## config.mk

```make
export PLATFORM = sky130hd
export DESIGN_NAME = fetch_pc_unit
export DESIGN_NICKNAME = d
export VERILOG_FILES = /design/src/rtl/fetch_pc_unit.sv
export SDC_FILE = /design/constraint.sdc
export NUM_CORES = 1
export LEC_CHECK = 0
export BUFFER_PORTS_ARGS = -buffer_cell sky130_fd_sc_hd__buf_2
export CORE_UTILIZATION = 25
export DETAILED_ROUTE_END_ITERATION = 6
export PLACE_DENSITY = 0.5
export SKIP_LAST_GASP = 1
export SLEW_MARGIN = 30
export SYNTH_ARGS = -nofsm -noshare
export SYNTH_HDL_FRONTEND = slang
export SYNTH_SLANG_ARGS = --single-unit
```

## constraint.sdc

```tcl
create_clock -name clk -period 8.5 [get_ports clk]
set_clock_uncertainty 0.2 [all_clocks]
set_input_delay 0 -clock clk [delete_from_list [all_inputs] [get_ports clk]]
set_output_delay 0 -clock clk [all_outputs]
set_load 0.01 [all_outputs]
```

## src/rtl/fetch_pc_unit.sv

```systemverilog
// Instruction-fetch front end: owns the PC, issues word fetches to imem over a
// valid/ready channel with in-order responses, and hands {pc, pc+4, instr} to
// decode. Redirects reload the PC, flush the output queue and arrange for the
// responses of fetches already in flight to be discarded.
//
// A two-entry credit pool is shared between outstanding fetches and queued
// instructions. A request issues only while inflight + queued < 2, so neither
// the tag FIFO nor the output FIFO can overflow, and imem never has to hold a
// response back.
module fetch_pc_unit #(
    parameter logic [31:0] RESET_PC = 32'h0000_0000
) (
    input  logic        clk,
    input  logic        rst_n,
    input  logic        redirect_valid,
    input  logic [31:0] redirect_pc,
    output logic        misalign,
    output logic        imem_req_valid,
    output logic [31:0] imem_req_addr,
    input  logic        imem_req_ready,
    input  logic        imem_rsp_valid,
    input  logic [31:0] imem_rsp_data,
    output logic        if_valid,
    input  logic        if_ready,
    output logic [31:0] if_pc,
    output logic [31:0] if_pc4,
    output logic [31:0] if_instr
);

    logic [31:0] pc_q;
    logic [1:0]  inflight_q, inflight_d;
    logic [1:0]  drop_q, drop_d;
    logic        misalign_q;

    // Tag FIFO: PC of each outstanding request. Occupancy equals inflight_q.
    logic [31:0] tag_q [2];
    logic        tag_wr_q, tag_rd_q;

    // Output FIFO of {pc, instr} waiting for decode.
    logic [31:0] opc_q [2];
    logic [31:0] oins_q [2];
    logic        out_wr_q, out_rd_q;
    logic [1:0]  out_cnt_q, out_cnt_d;

    logic credit_ok;
    logic req_fire;
    logic rsp_fire;
    logic rsp_keep;
    logic out_pop;

    // Request issue, response retirement and next-state counters.
    always_comb begin
        credit_ok      = ({1'b0, inflight_q} + {1'b0, out_cnt_q}) < 3'd2;
        // rst_n gating keeps the request channel quiet while reset is held.
        imem_req_valid = rst_n && credit_ok && !redirect_valid;
        imem_req_addr  = pc_q;
        req_fire       = imem_req_valid && imem_req_ready;
        // A response with nothing outstanding is ignored (flagged below).
        rsp_fire       = imem_rsp_valid && (inflight_q != 2'd0);
        // The response arriving in a redirect cycle is discarded as well.
        rsp_keep       = rsp_fire && !redirect_valid && (drop_q == 2'd0);
        out_pop        = (out_cnt_q != 2'd0) && if_ready && !redirect_valid;

        inflight_d = inflight_q + {1'b0, req_fire} - {1'b0, rsp_fire};

        drop_d = drop_q;
        if (redirect_valid) begin
            // No request issues in a redirect cycle, so inflight_d is the
            // count left after this cycle's response; all of it is stale.
            drop_d = inflight_d;
        end else if (rsp_fire && (drop_q != 2'd0)) begin
            drop_d = drop_q - 2'd1;
        end

        out_cnt_d = out_cnt_q + {1'b0, rsp_keep} - {1'b0, out_pop};
        if (redirect_valid) begin
            out_cnt_d = 2'd0;
        end
    end

    // Decode-side view of the output FIFO head.
    always_comb begin
        if_valid = (out_cnt_q != 2'd0);
        if_pc    = opc_q[out_rd_q];
        if_instr = oins_q[out_rd_q];
        if_pc4   = if_pc + 32'd4;
        misalign = misalign_q;
    end

    // PC, counters, both FIFOs and the misalign pulse.
    always_ff @(posedge clk or negedge rst_n) begin
        if (!rst_n) begin
            pc_q       <= RESET_PC;
            inflight_q <= 2'd0;
            drop_q     <= 2'd0;
            misalign_q <= 1'b0;
            tag_q[0]   <= 32'd0;
            tag_q[1]   <= 32'd0;
            tag_wr_q   <= 1'b0;
            tag_rd_q   <= 1'b0;
            opc_q[0]   <= 32'd0;
            opc_q[1]   <= 32'd0;
            oins_q[0]  <= 32'd0;
            oins_q[1]  <= 32'd0;
            out_wr_q   <= 1'b0;
            out_rd_q   <= 1'b0;
            out_cnt_q  <= 2'd0;
        end else begin
            inflight_q <= inflight_d;
            drop_q     <= drop_d;
            out_cnt_q  <= out_cnt_d;
            misalign_q <= redirect_valid && (redirect_pc[1:0] != 2'b00);

            if (redirect_valid) begin
                pc_q <= {redirect_pc[31:2], 2'b00};
            end else if (req_fire) begin
                pc_q <= pc_q + 32'd4;
            end

            if (req_fire) begin
                tag_q[tag_wr_q] <= pc_q;
                tag_wr_q        <= ~tag_wr_q;
            end
            if (rsp_fire) begin
                tag_rd_q <= ~tag_rd_q;
            end

            if (redirect_valid) begin
                out_wr_q <= 1'b0;
                out_rd_q <= 1'b0;
            end else begin
                if (rsp_keep) begin
                    opc_q[out_wr_q]  <= tag_q[tag_rd_q];
                    oins_q[out_wr_q] <= imem_rsp_data;
                    out_wr_q         <= ~out_wr_q;
                end
                if (out_pop) begin
                    out_rd_q <= ~out_rd_q;
                end
            end
        end
    end

    // Protocol check: imem must not respond with nothing outstanding.
    rsp_without_request : assert property (
        @(posedge clk) disable iff (!rst_n)
        !(imem_rsp_valid && (inflight_q == 2'd0))
    );

endmodule

```

==> summary.txt, run 1 <==
first-pass GRT wire length - 48.7 mm
Req. time, crit path - 8.30 ns
residual overflow from global routing - 0
root cell of the clock tree - clkbuf_16
number of vias per cell after detailed routing - 4.55
worst endpoint data arrival time - 3.62 ns
RePlAce Congestion - 0.754
Port-buffer cells - 194
area delta synth->final - 33.4%
FF-to-FF Start - out_cnt_q[0]
number of cells in the design after placement - 1,715
Setup violations, final - 0
number of buffers inserted for hold repair after clock tree synthesis - 115
number of placement rows - 76
cell area after technology mapping - 0.0110 sq mm
Fin Setup TNS - 0 ns
synthesized area per cell - 11.2 sq um
clock sink count - 225
type of the most critical hold path - in -> reg
clk buf depth - 3
total die area - 0.0450 sq mm
Ys Warns - 0
Max Cap Violations - 0
die width - 212 um
Static Leak - 0.00660 uW
most instantiated flip-flop cell in the synthesis netlist - dfrtp_1
post-cts sizing count - 0
routed via count - 8,554
buffer count from post-CTS setup fixing - 0
min cycle time layout - 3.82 ns
DRT Wirelength - 31.1 mm
Slew HR - 0.391
number of antenna violations at the first check in global routing - 0
Starting DRT DRC Count - 468
unrepaired setup endpoints after global routing - false
critical path capture point type - output pin
portion of the post-synthesis area used by sequential elements - 0.510
fraction of registers with async set/reset - 1.00
final number of max-transition violations - 0
Clock transition at path regs - 0.06 ns
Peak supply drop - 0.162 mV
maximum number of pins on one net before global-route repair - 110
fraction of layout instances using a drive strength above 1 - 0.345
H-Tree Depth - 1
number of enable-type register cells in the synthesized netlist - 0
HPWL after DPL - 21.0 mm
setup slack of the worst register-to-register path - 4.81 ns
Final Non-Filler Cells - 1,881
final period utilization - 0.449
drt pass-1 iters - 5
power density over cell area - 339 mW/mm^2
critical path startpoint - out_rd_q
Gate Count Post-Synth - 982
clock tree from TritonCTS - done
FF+latch count, synth - 225
DRC violations left - 0
worst-path fanout max - 24
critical path type - reg -> out
diode count - 0
status - finished, final reports clean
Critical R2R Capture - imem_req_addr[29]
distinct cell type count after synthesis - 57
kind of start point of the critical path - register
Clk Latency, worst-skew pair - 0.56 ns
average wire per cell in the routed design - 16.5 um
critical path capture point - if_pc4[26]
vias in the first global route - 8,433
overall die height - 212 um
global-route usage over all layers - 0.139
pin slew with the least headroom to its limit - 0.914 ns
floorplan core area - 0.0433 sq mm
number of routed nets with antenna violations - 0
Nets - 1,353
I/O pin total - 201
reg2reg path depth - 9
final hold viol count - 0
number of buffers inserted during clock tree synthesis - 28
Max Clock Freq - 262 MHz
effective utilization at floorplan - 0.255
## per-stage QoR
step	worst slack [ns]	utilization	power (uW)	hold WS, ns	area, sq um
detailed placement	4.91	0.290	3720	-0.0457	12600
floorplan	5.33	-	3020	-0.496	11000
finish	4.68	0.340	4980	0.0249	14700
CTS	4.56	0.340	5060	0.000243	14700
global route	4.32	0.340	5330	0.0218	14700
global placement	4.98	0.290	3680	-0.0625	12500
## cells by family (layout without fill, tap and decap cells)
logic type	after synthesis	count (layout)	synth area share
compound gates	142	142	0.0775
xor+xnor	36	36	0.0286
fa+ha+maj	8	8	0.00976
buf+inv	82	391	0.0353
flops	225	225	0.510
mux	214	214	0.214
other cells	1	6	0.000340
simple gates	274	274	0.124
## critical path: stages, from the launching register on
cell and delay [ns]:
dfrtp_4 0.60, mux2_2 0.28, ha_1 0.21, nand4b_1 0.17
a222oi_1 0.64, clkdlybuf4s15_2 0.33, and4_1 0.38, nand2_1 0.12
xnor2_1 0.15, buf_2 0.16
## report_power, final
| group | switching, uW | internal, uW |
|---|---|---|
| Sequential | 355 | 1530 |
| Clock | 467 | 789 |
| Combinational | 942 | 901 |
## cells in the mapped netlist (7+ instances only)
cell type / number / share of area
o21ai_0: 33 / 0.015
buf_4: 10 / 0.0068
xnor2_1: 20 / 0.016
clkbuf_1: 19 / 0.0065
o311ai_0: 10 / 0.0079
nand3b_1: 10 / 0.0068
nand3_1: 36 / 0.016
buf_2: 29 / 0.013
mux2i_1: 43 / 0.039
inv_1: 18 / 0.0061
and3_1: 7 / 0.0040
dfrtp_1: 225 / 0.51
mux2_2: 171 / 0.17
nand2_1: 74 / 0.025
a21oi_1: 64 / 0.029
nor2_1: 85 / 0.029
ha_1: 7 / 0.0079
xor2_1: 16 / 0.013
nor2b_1: 7 / 0.0040
nand4_1: 14 / 0.0079
## registers in the layout, summed over array words and instances, names as in the netlist
name / flops
tag_q: 60
tag_wr_q: 1
inflight_q: 2
opc_q: 60
misalign: 1
tag_rd_q: 1
out_cnt_q: 2
out_wr_q: 1
imem_req_addr: 30
oins_q: 64
out_rd_q: 1
drop_q: 2
## placed cells by master (no fill, tap or decap), types with 12 or more instances in the layout
| cell type | instances |
|---|---|
| mux2i_1 | 43 |
| clkbuf_16 | 29 |
| a21oi_1 | 64 |
| inv_1 | 18 |
| o21ai_0 | 33 |
| nor2_1 | 85 |
| nand4_1 | 14 |
| dlygate4sd3_1 | 114 |
| nand3_1 | 36 |
| nand2_1 | 74 |
| buf_2 | 193 |
| xnor2_1 | 20 |
| mux2_2 | 171 |
| xor2_1 | 16 |
| buf_4 | 12 |
| dfrtp_1 | 223 |
## layout make-up
class,instances,area [sq um]
clock buffer,44,872
clock inverter,7,114
fill,4394,28600
inverter,18,67.6
multi-input combinational,680,5040
sequential,225,5640
tap,585,732
timing repair buffer,322,2250
## per-layer routing
| layer | up-vias | wire, um | share of wire | global-route usage |
|---|---|---|---|---|
| met5 | - | 0 | 0 | 0 |
| met3 | 46 | 1230 | 0.040 | 0.0196 |
| li1 | 4074 | - | - | - |
| met1 | 4235 | 15700 | 0.51 | 0.206 |
| met4 | 0 | 916 | 0.029 | 0.0480 |
| met2 | 199 | 13200 | 0.43 | 0.205 |
## worst min path at each step
stage | startpoint | slack [ns] | cells after the start | to
6_report | imem_rsp_data[26] | 0.02 | 3 | oins_q[58]
5_1_grt | imem_rsp_data[10] | 0.02 | 3 | oins_q[10]
4_1_cts | imem_rsp_data[10] | 0.0002 | 3 | oins_q[10]
3_5_place_dp | rst_n | -0.05 | 1 | imem_req_addr[9]
3_3_place_gp | rst_n | -0.06 | 1 | imem_req_addr[9]
2_1_floorplan | rst_n | -0.50 | 0 | drop_q[0]
(Power assumes the default switching activity.)
==> run 2, diff against run 1 <==
PLACE_DENSITY = 0.52   (was 0.5)
clock period = 3.45 ns   (was 8.5 ns; I/O delays follow)
==> summary.txt, run 2 (same netlist as run 1, synthesis figures left out) <==
average wire per cell in the routed design - 16.6 um (+0.68%)
status - finished, final reports clean
clock sink count - 225 (unchanged)
final number of max-transition violations - 0 (unchanged)
share of power burned in registers - 0.376 (-0.002)
gate family responsible for the most delay along the worst path - buffers and inverters
number of vias per cell after detailed routing - 4.49 (-1.2%)
floorplan core area - 0.0433 sq mm (unchanged)
reg2reg path depth - 9 (unchanged)
critical path capture point type - register
total die area - 0.0450 sq mm (unchanged)
hold path startpoint - redirect_pc[6]
type of the most critical hold path - in -> reg
number of routed nets with antenna violations - 0 (unchanged)
critical path's slowest cell - dlygate4sd3_1
drt pass-1 iters - 5 (unchanged)
kind of start point of the critical path - register
pin slew with the least headroom to its limit - 0.752 ns (-0.162 ns)
vias in the first global route - 8,532 (+1.2%)
worst hold stages - 4 (+1)
DRC violations left - 0 (unchanged)
fraction of power spent switching nets - 0.360 (+0.00667)
worst-path fanout max - 22 (-8.3%)
worst endpoint data arrival time - 3.65 ns (+0.03 ns)
Max Cap Violations - 0 (unchanged)
first-pass GRT wire length - 48.4 mm (-0.51%)
Max Clock Freq - 299 MHz
PnR worst setup slack - 0.103 ns (-4.58 ns)
area taken by multi-input logic gates - 0.00507 sq mm (+0.62%)
final period utilization - 0.970
setup slack of the worst register-to-register path - 0.10 ns (-4.71 ns)
diode count - 0 (unchanged)
routed via count - 8,478 (-0.89%)
number of buffers inserted during clock tree synthesis - 28 (unchanged)
residual overflow from global routing - 0 (unchanged)
number of cells in the design after placement - 1,720 (+0.29%)
Nets - 1,360 (+0.52%)
Port-buffer cells - 194 (unchanged)
root cell of the clock tree - clkbuf_16
power density over cell area - 828 mW/mm^2 (+140%)
Buffers & Inverters on Critical Path - 3 (+1)
most frequent cells in the layout - dfrtp_1, buf_2, mux2_2
DRT Wirelength - 31.4 mm (+1.0%)
clk buf depth - 3 (unchanged)
H-Tree Depth - 1 (unchanged)
switching power summed over all nets - 4420 uW (+150%)
most common cell after layout, fill and taps aside - dfrtp_1
FF-to-FF Start - out_cnt_q[0]
global-route usage over all layers - 0.138 (-0.00107)
largest register by flop count - oins_q
Storage cell area - 0.00564 sq mm (about the same)
I/O pin total - 201 (unchanged)
Critical Path Max Stage Delay - 0.59 ns (-0.05 ns)
sink of the worst hold path - imem_req_addr[6]
fraction of layout instances using a drive strength above 1 - 0.353 (+0.00840)
HPWL after DPL - 21.2 mm (+1.1%)
CP most frequent cell - dlygate4sd3_1
cell-by-cell listing of the critical path - and2_1 > fa_1 > nor4b_4 > and2_4 > buf_8 > a32oi_1 > dlygate4sd3_1 > nand2_1 > dlygate4sd3_1
overall die height - 212 um (unchanged)
number of placement rows - 76 (unchanged)
final hold viol count - 0 (unchanged)
largest registers - oins_q (64), opc_q (60), tag_q (60)
Comb pwr share - 0.382 (+0.012)
Fillers - 4,377 (-0.39%)
worst slack at placement - 0.528 ns (-4.38 ns)
Static Leak - 0.00666 uW (+0.91%)
Critical R2R Capture - imem_req_addr[4]
RePlAce Congestion - 0.772 (+2.4%)
clock tree from TritonCTS - done
effective utilization at floorplan - 0.255 (unchanged)
die width - 212 um (unchanged)
Starting DRT DRC Count - 442 (-5.6%)
min cycle time layout - 3.35 ns
Req. time, crit path - 3.75 ns (-4.55 ns)
Largest register FFs - 64 (unchanged)
Slew HR - 0.499 (+0.108)
Peak supply drop - 0.386 mV (+140%)
Int Pwr - 7840 uW (+140%)
Setup violations, final - 0 (unchanged)
Clk network pwr share - 0.242 (-0.010)
maximum number of pins on one net before global-route repair - 93 (-15%)
Final Non-Filler Cells - 1,887 (+0.32%)
area delta synth->final - 34.1%
Clk Latency, worst-skew pair - 0.56 ns (about the same)
number of antenna violations at the first check in global routing - 0 (unchanged)
critical path type - reg -> reg
Clock transition at path regs - 0.06 ns (about the same)
==> run 2: final cells by class <==
cell class | instances | share of cell area
tap | 585 | 0.0495
clock inverter | 11 | 0.00871
multi-input combinational | 680 | 0.343
timing repair buffer | 329 | 0.159
inverter | 18 | 0.00457
clock buffer | 39 | 0.0549
sequential | 225 | 0.381
==> run 2: worst max path at each step <==
stage,from,endpoint,slack (ns),depth (start not counted)
after global routing,out_cnt_q[0],imem_req_addr[4],-0.03,9
final,out_cnt_q[0],imem_req_addr[4],0.10,9
after detailed placement,out_rd_q,if_pc4[28],0.53,9
after floorplan,out_rd_q,if_pc4[30],0.28,12
after CTS,out_rd_q,if_pc4[28],-0.004,9
after global placement,out_rd_q,if_pc4[28],0.55,9
==> run 2: what timing repair did <==
action                                  CTS  global route
endpoints found under the hold margin   280             0
hold buffers                            115             0
setup buffers                             0             2
pin swaps                                 0             3
resized for setup                         2             8
endpoints found under the setup margin    2            12
==> run 2: power by group through the flow <==
| stage | logic, uW | clock network [uW] | registers, uW |
|---|---|---|---|
| after global routing | 5170 | 3170 | 4770 |
| after detailed placement | 4570 | 0 | 4650 |
| after floorplan | 3100 | 0 | 4330 |
| after CTS | 4740 | 3070 | 4600 |
| final | 4680 | 2970 | 4600 |
| after global placement | 4500 | 0 | 4590 |
==> run 2: per-layer routing <==
layer	routed length, um	GRT usage	vias to the layer above
li1	-	-	4074
met5	0	0	-
met2	13600	0.207	188
met3	1230	0.0227	54
met4	884	0.0450	0
met1	15700	0.200	4162
==> run 2: worst min-delay path, cell delays in order <==
cell and delay [ns]:
dlygate4sd3_1 0.52, buf_2 0.09, nand2_1 0.05, o311ai_0 0.08
==> run 2: metrics by stage <==
step	cell area (sq um)	TNS [ns]	power [uW]	hold WS, ns	utilization
floorplan	11000	0	7430	-0.496	-
global placement	12600	0	9090	-0.301	0.292
detailed placement	12600	0	9220	-0.296	0.292
CTS	14700	-0.00388	12400	0.00265	0.341
global route	14800	-0.0293	13100	0.0229	0.342
finish	14800	0	12300	0.0224	0.342
